File: src/rtl/serial_pattern_tx.sv
// Frame-based serial bit-pattern transmitter: shifts a captured word out one bit per clock,
// follows each frame with a programmable idle gap, and optionally repeats the frame.
module serial_pattern_tx #(
    parameter int   WIDTH     = 8,
    parameter int   GAP       = 2,
    parameter logic IDLE_BIT  = 1'b0,
    parameter int   MSB_FIRST = 1
) (
    input  logic                         clk,
    input  logic                         reset,
    input  logic                         start,
    input  logic [WIDTH-1:0]             data,
    input  logic [$clog2(WIDTH+1)-1:0]   len,
    input  logic                         loop,
    output logic                         A,
    output logic                         valid,
    output logic                         done,
    output logic                         ready
);

    localparam int CW = $clog2(WIDTH + 1);
    localparam int GW = (GAP > 0) ? $clog2(GAP + 1) : 1;

    typedef enum logic [1:0] {
        S_IDLE,
        S_SHIFT,
        S_GAP
    } state_t;

    state_t           state_q, state_d;
    logic [WIDTH-1:0] sreg_q, sreg_d;
    logic [WIDTH-1:0] cap_data_q, cap_data_d;
    logic [CW-1:0]    cap_len_q, cap_len_d;
    logic [CW-1:0]    bit_cnt_q, bit_cnt_d;
    logic [GW-1:0]    gap_cnt_q, gap_cnt_d;
    logic             a_q, a_d;
    logic             valid_q, valid_d;
    logic             done_q, done_d;

    logic             len_ok;
    logic             load_en;
    logic             frame_end;
    logic [WIDTH-1:0] load_word;
    logic [CW-1:0]    load_len;
    logic [WIDTH-1:0] aligned;

    // Left-justify an MSB-first frame so its first bit always sits at the top of the register.
    function automatic logic [WIDTH-1:0] align(input logic [WIDTH-1:0] w, input logic [CW-1:0] n);
        if (MSB_FIRST != 0) return w << (CW'(WIDTH) - n);
        return w;
    endfunction

    function automatic logic next_bit(input logic [WIDTH-1:0] w);
        return (MSB_FIRST != 0) ? w[WIDTH-1] : w[0];
    endfunction

    function automatic logic [WIDTH-1:0] advance(input logic [WIDTH-1:0] w);
        return (MSB_FIRST != 0) ? (w << 1) : (w >> 1);
    endfunction

    assign len_ok = (len != '0) && (len <= CW'(WIDTH));

    always_comb begin
        state_d    = state_q;
        sreg_d     = sreg_q;
        cap_data_d = cap_data_q;
        cap_len_d  = cap_len_q;
        bit_cnt_d  = bit_cnt_q;
        gap_cnt_d  = gap_cnt_q;
        a_d        = IDLE_BIT;
        valid_d    = 1'b0;
        done_d     = 1'b0;
        load_en    = 1'b0;
        frame_end  = 1'b0;
        load_word  = cap_data_q;
        load_len   = cap_len_q;

        case (state_q)
            S_IDLE: begin
                if (start && len_ok) begin
                    cap_data_d = data;
                    cap_len_d  = len;
                    load_word  = data;
                    load_len   = len;
                    load_en    = 1'b1;
                end
            end
            S_SHIFT: begin
                if (bit_cnt_q == CW'(1)) begin
                    done_d    = 1'b1;
                    bit_cnt_d = '0;
                    if (GAP > 0) begin
                        state_d   = S_GAP;
                        gap_cnt_d = GW'(GAP);
                    end else begin
                        frame_end = 1'b1;
                    end
                end else begin
                    a_d       = next_bit(sreg_q);
                    sreg_d    = advance(sreg_q);
                    valid_d   = 1'b1;
                    bit_cnt_d = bit_cnt_q - CW'(1);
                end
            end
            S_GAP: begin
                if (gap_cnt_q == GW'(1)) begin
                    gap_cnt_d = '0;
                    frame_end = 1'b1;
                end else begin
                    gap_cnt_d = gap_cnt_q - GW'(1);
                end
            end
            default: state_d = S_IDLE;
        endcase

        // Looping replays the captured word, never the live inputs.
        if (frame_end) begin
            if (loop) load_en = 1'b1;
            else      state_d = S_IDLE;
        end

        aligned = align(load_word, load_len);
        if (load_en) begin
            state_d   = S_SHIFT;
            a_d       = next_bit(aligned);
            sreg_d    = advance(aligned);
            valid_d   = 1'b1;
            bit_cnt_d = load_len;
        end
    end

    always_ff @(posedge clk) begin
        if (!reset) begin
            state_q    <= S_IDLE;
            sreg_q     <= '0;
            cap_data_q <= '0;
            cap_len_q  <= '0;
            bit_cnt_q  <= '0;
            gap_cnt_q  <= '0;
            a_q        <= IDLE_BIT;
            valid_q    <= 1'b0;
            done_q     <= 1'b0;
        end else begin
            state_q    <= state_d;
            sreg_q     <= sreg_d;
            cap_data_q <= cap_data_d;
            cap_len_q  <= cap_len_d;
            bit_cnt_q  <= bit_cnt_d;
            gap_cnt_q  <= gap_cnt_d;
            a_q        <= a_d;
            valid_q    <= valid_d;
            done_q     <= done_d;
        end
    end

    assign A     = a_q;
    assign valid = valid_q;
    assign done  = done_q;
    assign ready = (state_q == S_IDLE);

endmodule

File: config.mk
export PLATFORM = sky130hd
export DESIGN_NAME = serial_pattern_tx
export DESIGN_NICKNAME = d
export VERILOG_FILES = /design/src/rtl/serial_pattern_tx.sv
export SDC_FILE = /design/constraint.sdc
export NUM_CORES = 1
export LEC_CHECK = 0
export ABC_AREA = 0
export ABC_CLOCK_PERIOD_IN_PS = 3100
export CAP_MARGIN = 0
export CELL_PAD_IN_SITES_DETAIL_PLACEMENT = 2
export CELL_PAD_IN_SITES_GLOBAL_PLACEMENT = 2
export CORE_UTILIZATION = 34
export DETAILED_ROUTE_END_ITERATION = 7
export GPL_TIMING_DRIVEN = 1
export HOLD_SLACK_MARGIN = 0.03
export PLACE_DENSITY = 0.75
export SLEW_MARGIN = 30
export SYNTH_ARGS = -nofsm -noshare
export SYNTH_HDL_FRONTEND = slang
export SYNTH_SLANG_ARGS = --single-unit
File: constraint.sdc
create_clock -name clk -period 3.1 [get_ports clk]
set_clock_uncertainty 0.2 [all_clocks]
set_input_delay 0.62 -clock clk [delete_from_list [all_inputs] [get_ports clk]]
set_output_delay 0.62 -clock clk [all_outputs]
set_load 0.05 [all_outputs]
==> reports/qor.yml, run 1 <==
status: "complete, no violations"
dieArea_um2: 6290
setup_viol_count_final: 0
min_period_ns: 2.97
viasPerCell: 5.65
cts_made_buffers: 5
synthXorXnorAreaFrac_pct: 0.862
syn_inst: 249
rsz0062_at_grt: "false"
antenna_found_initial: 0
io_buffers: 19
async_reset_ff_share_pct: 0
power.density_nw_per_um2: 441
syn-num-nets: 268
grt_first_pass_wirelength_um: 11600
synth_cell_types: 64
worst_skew_pair.late_latency_ns: 0.29
grt_start_max_net_pins: 25
coreArea_um2: 5640
clk_root_buffer_cell: "clkbuf_8"
avgSynthCellArea_um2: 8.17
num-nets-final: 316
vias: 2091
leakagePower_nw: 1.02
yosysSeqAreaShare_pct: 29.5
finalCritPeriodShare_pct: 95.7
synth_top_area_share_pct: 29.5
placed_cells: 362
num_antenna_cells: 0
final_core_util_pct: 46.2
drtIter0Drc: 52
worst-setup-path-type: "in -> reg"
fp.dieW_um: 79.3
cts_sinks: 30
synth.area.top_cells: "dfxtp_1, nand2_1, o21ai_0, nor2b_1, mux2i_1"
layout-drive-gt1-share_pct: 19.5
grt_use_total_pct: 24.8
cts_hold_buf: 0
synth_area_um2: 2030
drcViolationCount: 0
hpwl_um: 5360
setup_slack_ns: 0.133
synth_adder_area_share_pct: 1.85
htreeDepth: 2
yosys-top-cells-count: "dfxtp_1, nand2_1, o21ai_0"
fmax_ghz: 0.337
drt-total-wl_um: 7180
maxSlewHeadroom_pct: 66.8
drtPass1Iterations: 4
grt_pass1_vias: 2249
synth_compound_area_share_pct: 31.6
synth-simple-area-share_pct: 24.9
fillCellCount: 643
cp-start-kind: "input pin"
area_delta_synth_final_pct: 28.3
ys_warn_count: 0
ir_drop_mv: 0.235
critPathRequiredTime_ns: 3.13
wl_per_cell_um: 19.4
post-synth-top-count-cell: "dfxtp_1"
whs_ns: 0.294
drv_cap: 0
final_cells: 370
io_pins: 20
start_util_pct: 36.0
ant_nets: 0
rows: 27
ys_ff_latch: 30
finalHoldViolations: 0
overflow: 0
maxSlewViolCount: 0
tightest_slew_ns: 0.497
clock_path_buffers: 2
synth_mux_area_share_pct: 5.17
synth_top_family_by_area: "compound AO/OA/AOI/OAI gates"
gp_congestion: 0.873
path_max_fanout: 5
yosys.area.top_type: "dfxtp_1"
cts_setup_buffers: 0
dp_slack_ns: -0.139
cts_tree: "built"
path_clk_slew_ns: 0.07
hold_class: "reg -> reg"
die_height_um: 79.3
crit_path_end_kind: "register"
synth_edf_count: 0
crit_arrival_ns: 3.00
ys_dominant_reg_cell: "dfxtp_1"
cts_resized: 0
-- logic make-up after synthesis --
group                      Yosys count
adders and majority gates            3
muxes                                9
xor gates and xnor gates             2
AOI/OAI and AO/OA                   88
and+or+nand+nor                     91
buffers and inverters               26
DFF                                 30
-- through the flow --
stage	setup TNS, ns	total power [mW]	instance area (um2)
after floorplan	0	0.663	2030
after global placement	-0.451	0.803	2510
after detailed placement	-0.762	0.813	2510
after CTS	0	1.16	2610
after global routing	0	1.22	2610
final	0	1.15	2610
-- final cells by class --
| type | instances | area [um2] | area share [%] |
|---|---|---|---|
| clock buffer | 6 | 82.6 | 3.17 |
| clock inverter | 2 | 12.5 | 0.480 |
| inverter | 10 | 37.5 | 1.44 |
| multi-input combinational | 193 | 1310 | 50.2 |
| sequential | 30 | 601 | 23.0 |
| tap | 72 | 90.1 | 3.45 |
| timing repair buffer | 57 | 475 | 18.2 |
-- worst paths after layout --
kind / start / slack, ns / cells after the start / endpoint
setup / recovery: start / 0.13 / 8 / sreg_q[4]$_SDFFE_PN0P_
setup reg to reg: state_q[0]$_SDFF_PN0_ / 0.53 / 7 / sreg_q[4]$_SDFFE_PN0P_
hold / removal: cap_data_q[5]$_SDFF_PN0_ / 0.29 / 2 / cap_data_q[5]$_SDFF_PN0_
hold reg to reg: cap_data_q[5]$_SDFF_PN0_ / 0.29 / 2 / cap_data_q[5]$_SDFF_PN0_
-- cells in the final DEF (no fill, tap or decap), types with 6 or more instances in the layout --
cell type	n
nand2_1	26
buf_4	38
a21oi_1	11
nor3_1	8
dfxtp_1	30
o21ai_0	15
mux2i_1	6
and2_1	6
nor2b_1	10
nor2_1	8
a21boi_0	6
inv_1	10
clkdlybuf4s50_1	19
clkbuf_8	6
a31oi_1	6
-- metal layers --
metal	track usage [%]	vias up	wire, um
li1	-	1021	-
met1	31.9	1033	3390
met2	42.4	28	3510
met3	3.56	9	197
met4	7.64	0	81
met5	0	-	0
-- critical path, cell delays in order --
cell and delay [ns]:
clkdlybuf4s50_1 0.47, or3b_1 0.37, or3_1 0.53, and3_1 0.22, a211oi_2 0.30, buf_4 0.17, o21ba_1 0.13, o221a_1 0.18
-- power breakdown --
part,total (mW),switching [mW],leakage (nW),internal [mW]
clock network,0.342,0.163,0.0472,0.178
logic,0.368,0.199,0.731,0.168
registers,0.442,0.0264,0.245,0.415
total,1.15,0.389,1.02,0.762
-- flip-flops by register name, indices dropped and copies added, names as in the netlist --
| name | cells |
|---|---|
| done | 1 |
| A | 1 |
| cap_data_q | 8 |
| bit_cnt_q | 4 |
| valid | 1 |
| state_q | 2 |
| sreg_q | 7 |
| cap_len_q | 4 |
| gap_cnt_q | 2 |
Note: power is estimated with default switching activity, not from simulation.
==> inputs of run 2 (changes only) <==
Settings changed: CORE_UTILIZATION 34 to 38, DONT_BUFFER_PORTS set to 1.
==> run 2 against run 1 <==
Net effect: register-to-register slack got worse by 0.22 ns; cell count down 14%; combinational power shrank 27%; critical path depth is 2 lower; clock power decreased by 11%; sequential power grew 1%; first-iteration DRC count rose by 75%; worst setup slack better by 0.17 ns; sequential share of layout area grew 4.4 points; worst hold slack got worse by 0.037 ns; die area shrank 10%; fmax up 6.2%; largest cell class unchanged; largest power group unchanged; highest routed layer unchanged.
==> reports/qor.yml, run 2 (synthesis gave the netlist of run 1 again) <==
rows: 26
slowest_stage: "or3_1"
clock_path_buffers: 2
seqPwrFrac_pct: 43.9
tightest_slew_ns: 0.874
ir_drop_mv: 0.185
status: "complete, no violations"
crit_arrival_ns: 2.76
top_regs: "cap_data_q: 8 flops, sreg_q: 7 flops"
finalCritPeriodShare_pct: 90.1
vias: 1950
io_buffers: 0
min_period_ns: 2.79
drcViolationCount: 0
critPathMaxStageDelay_ns: 0.60
hpwl_um: 4780
critPathRequiredTime_ns: 3.06
endpoint: "sreg_q[6]$_SDFFE_PN0P_"
clockPowerShare_pct: 29.7
maxSlewViolCount: 0
hold_class: "in -> reg"
comb_power_share_pct: 26.4
whs_ns: 0.257
critical_path_depth: 6
coreArea_um2: 5140
gp_congestion: 0.831
r2r_setup_slack_ns: 0.31
path_max_fanout: 10
wl_per_cell_um: 20.0
grt_pass1_vias: 2010
cts_tree: "built"
maxSlewHeadroom_pct: 41.5
cts_made_buffers: 5
power.density_nw_per_um2: 466
overflow: 0
fmax_ghz: 0.358
drv_cap: 0
grt_use_total_pct: 24.8
path_buf_inv: 1
ant_nets: 0
crit_path_end_kind: "register"
die_height_um: 75.1
finalHoldViolations: 0
drtIter0Drc: 91
htreeDepth: 2
regMostFlops: "cap_data_q"
switchingPower_uw: 343
drt-total-wl_um: 6390
viasPerCell: 6.09
cts_resized: 0
cts_sinks: 30
p_int_uw: 677
area_delta_synth_final_pct: 7.69
dieArea_um2: 5650
layout-drive-gt1-share_pct: 11.6
finalSetupTns_ns: 0
worst-setup-path-type: "reg -> reg"
clk_root_buffer_cell: "clkbuf_8"
rsz0062_at_grt: "false"
path_clk_slew_ns: 0.07
grt_start_max_net_pins: 32
num-nets-final: 269
crit_family: "simple AND/OR/NAND/NOR gates"
crit_chain: "or3b_1 > or3_1 > buf_4 > o311ai_0 > o211a_1 > a221oi_2"
layout_common_cells: "dfxtp_1, nand2_1, o21ai_0"
cp-start-kind: "register"
switching_share_pct: 33.6
r2r-end: "sreg_q[6]$_SDFFE_PN0P_"
leakagePower_nw: 0.811
largest_reg_flops: 8
num_antenna_cells: 0
start_util_pct: 39.6
reg2reg_from: "state_q[0]$_SDFF_PN0_"
worst_skew_pair.late_latency_ns: 0.28
grt_first_pass_wirelength_um: 10400
io_pins: 20
setup_slack_ns: 0.306
antenna_found_initial: 0
critPathLaunch: "state_q[0]$_SDFF_PN0_"
setup_viol_count_final: 0
final_common_cell: "dfxtp_1"
cts_hold_buf: 0
dp_slack_ns: 0.134
reg2regPathDepth: 6
fp.dieW_um: 75.1
cts_setup_buffers: 0
drtPass1Iterations: 4
==> run 2: cell types whose count changed in the layout (fill, tap and decap cells not counted), sizes merged <==
cell           change
clkdlybuf4s50     -19
clkinvlp           -1
clkinv             +1
clkbuf             -1
buf               -28
==> run 2: worst min-delay path by stage <==
stage,slack [ns],endpoint,from,cells past startpoint
floorplan,0.24,cap_data_q[7]$_SDFF_PN0_,cap_data_q[7]$_SDFF_PN0_,2
global placement,0.25,cap_data_q[7]$_SDFF_PN0_,cap_data_q[7]$_SDFF_PN0_,2
detailed placement,0.28,cap_data_q[5]$_SDFF_PN0_,cap_data_q[5]$_SDFF_PN0_,2
CTS,0.25,bit_cnt_q[2]$_SDFFE_PN0P_,reset,1
global route,0.25,sreg_q[1]$_SDFFE_PN0P_,reset,1
finish,0.26,sreg_q[1]$_SDFFE_PN0P_,reset,1
==> run 2: final cells by class <==
class | instances | area (um2)
clock inverters | 2 | 10.0
inverters | 10 | 37.5
multi-input cells | 193 | 1310
repair buffers | 10 | 75.1
well taps | 70 | 87.6
clock buffers | 5 | 68.8
flip-flops and latches | 30 | 601
fillers | 624 | 2950
==> run 2: per-layer routing <==
metal | up-vias | track usage, % | routed length [um]
li1 | 931 | - | -
met1 | 980 | 32.8 | 3120
met2 | 31 | 40.7 | 2920
met3 | 8 | 5.22 | 261
met4 | 0 | 7.41 | 85
met5 | - | 0 | 0
==> run 2: power groups by stage <==
stage | clock network [mW] | logic [mW] | registers (mW)
2_1_floorplan | 0 | 0.215 | 0.448
3_3_place_gp | 0 | 0.260 | 0.455
3_5_place_dp | 0 | 0.268 | 0.456
4_1_cts | 0.314 | 0.270 | 0.448
5_1_grt | 0.328 | 0.297 | 0.452
6_report | 0.303 | 0.269 | 0.448
==> run 2: worst reg2reg max path, delay by kind of cell (launching register included) <==
family / cells / cell delay, ns
and+or+nand+nor: 2 / 1.13
AOI/OAI and AO/OA: 3 / 0.73
DFF: 1 / 0.36
buffers and inverters: 1 / 0.26
==> run 2: metrics by stage <==
stage,power (mW),cells,cell area (um2),util [%]
floorplan,0.663,249,2030,-
global placement,0.716,313,2110,41.1
detailed placement,0.724,313,2110,41.1
CTS,1.03,320,2190,42.6
global route,1.08,320,2190,42.6
finish,1.02,320,2190,42.6
==> inputs of run 3 (changes only) <==
Settings changed: CORE_ASPECT_RATIO set to 0.7.
==> run 3 against run 2 <==
Net effect: sequential power up 0.9%; count of clock-buffer cells in the layout unchanged; register-to-register slack better by 0.12 ns; via count up 0.67%; core utilization up 1.9 points; worst setup slack better by 0.12 ns; critical path type unchanged; largest cell class unchanged; highest routed layer unchanged.
==> reports/qor.yml, run 3 (synthesis gave the netlist of run 1 again) <==
status: "complete, no violations"
io_pins: 20
finalHoldViolations: 0
crit_arrival_ns: 2.64
fp.dieW_um: 89.4
regMostFlops: "cap_data_q"
coreArea_um2: 4970
num-nets-final: 267
cp-start-kind: "register"
holdPathEnd: "valid$_SDFF_PN0_"
top_regs: "cap_data_q: 8 flops, sreg_q: 7 flops"
worst_skew_pair.late_latency_ns: 0.28
maxSlewHeadroom_pct: 40.9
path_clk_slew_ns: 0.07
finalCritPeriodShare_pct: 86.4
clk_root_buffer_cell: "clkbuf_8"
holdCritStartpoint: "reset"
vias: 1963
ir_drop_mv: 0.183
switching_share_pct: 31.3
drtPass1Iterations: 5
area_delta_synth_final_pct: 8.68
placed_cells: 310
htreeDepth: 2
overflow: 0
drt-total-wl_um: 6590
cts_setup_buffers: 0
p_int_uw: 760
start_util_pct: 40.9
r2r_setup_slack_ns: 0.42
grt_use_total_pct: 25.0
cts_hold_buf: 0
final_common_cell: "dfxtp_1"
power.density_nw_per_um2: 501
placed_area_um2: 2090
comb_power_share_pct: 24.0
viasPerCell: 6.17
gp_congestion: 0.835
fin_area_um2: 2210
rsz0062_at_grt: "false"
cts_resized: 0
wl_per_cell_um: 20.7
reg2regPathDepth: 8
layout_common_cells: "dfxtp_1, nand2_1, o21ai_0"
seqPwrFrac_pct: 40.8
min_period_ns: 2.68
hpwl_um: 4940
cts_sinks: 30
maxSlewViolCount: 0
leakagePower_nw: 0.815
worst-setup-path-type: "reg -> reg"
dieArea_um2: 5650
drtIter0Drc: 95
antenna_found_initial: 0
finalSetupTns_ns: 0
fmax_ghz: 0.373
setup_viol_count_final: 0
switchingPower_uw: 347
reg2reg_from: "state_q[0]$_SDFF_PN0_"
crit_path_end_kind: "register"
final_cells: 318
hold_class: "in -> reg"
tightest_slew_ns: 0.883
rows: 21
clock_path_buffers: 2
path_max_fanout: 16
drv_cap: 0
die_height_um: 63.2
r2r-end: "sreg_q[7]$_SDFFE_PN0P_"
largest_reg_flops: 8
num_antenna_cells: 0
critPathRequiredTime_ns: 3.06
holdPathStages: 1
cts_tree: "built"
drcViolationCount: 0
ant_nets: 0
clockPowerShare_pct: 35.2
grt_first_pass_wirelength_um: 10600
layout-drive-gt1-share_pct: 11.6
io_buffers: 0
grt_pass1_vias: 2003
cts_made_buffers: 5
grt_start_max_net_pins: 32
[run 3: power groups by stage]
stage	Clock [mW]	Sequential [mW]	Combinational, mW
after floorplan	0	0.448	0.215
after global placement	0	0.456	0.252
after detailed placement	0	0.459	0.264
after CTS	0.404	0.452	0.265
after global routing	0.424	0.455	0.293
final	0.390	0.452	0.266
[run 3: final cells by class]
type	count	area (um2)
clock inverters	3	40.0
repair buffers	8	60.1
fillers	559	2760
inverters	10	37.5
multi-input cells	193	1320
clock buffers	5	68.8
flip-flops and latches	30	601
well taps	69	86.3
[run 3: metrics by stage]
| stage | power (mW) | hold slack (ns) | worst slack (ns) | util (%) |
|---|---|---|---|---|
| finish | 1.11 | 0.262 | 0.421 | 44.5 |
| detailed placement | 0.723 | 0.273 | 0.0781 | 42.2 |
| CTS | 1.12 | 0.246 | 0.334 | 44.4 |
| global route | 1.17 | 0.247 | 0.300 | 44.5 |
| floorplan | 0.663 | 0.244 | 0.289 | - |
| global placement | 0.708 | 0.255 | 0.205 | 42.2 |
[run 3: worst max-delay path, stage by stage (launching register included)]
cell       delay [ns]
dfxtp_1          0.39
or3b_1           0.42
buf_4            0.19
nor3_4           0.27
buf_4            0.28
mux2i_1          0.35
nand3b_1         0.19
nand3b_1         0.10
o2bb2ai_1        0.16
[run 3: worst max-delay path by stage]
| stage | start | end | slack (ns) | cells past startpoint |
|---|---|---|---|---|
| 3_5_place_dp | len[0] | sreg_q[7]$_SDFFE_PN0P_ | 0.08 | 6 |
| 4_1_cts | state_q[0]$_SDFF_PN0_ | sreg_q[7]$_SDFFE_PN0P_ | 0.33 | 7 |
| 5_1_grt | state_q[0]$_SDFF_PN0_ | sreg_q[6]$_SDFFE_PN0P_ | 0.30 | 8 |
| 3_3_place_gp | start | sreg_q[6]$_SDFFE_PN0P_ | 0.20 | 6 |
| 6_report | state_q[0]$_SDFF_PN0_ | sreg_q[7]$_SDFFE_PN0P_ | 0.42 | 8 |
| 2_1_floorplan | len[0] | sreg_q[4]$_SDFFE_PN0P_ | 0.29 | 7 |
[run 3: layer usage]
| metal | global-route usage [%] | wire [um] |
|---|---|---|
| met2 | 37.5 | 2890 |
| met5 | 0 | 0 |
| met3 | 5.77 | 286 |
| met4 | 5.75 | 41 |
| met1 | 36.0 | 3370 |
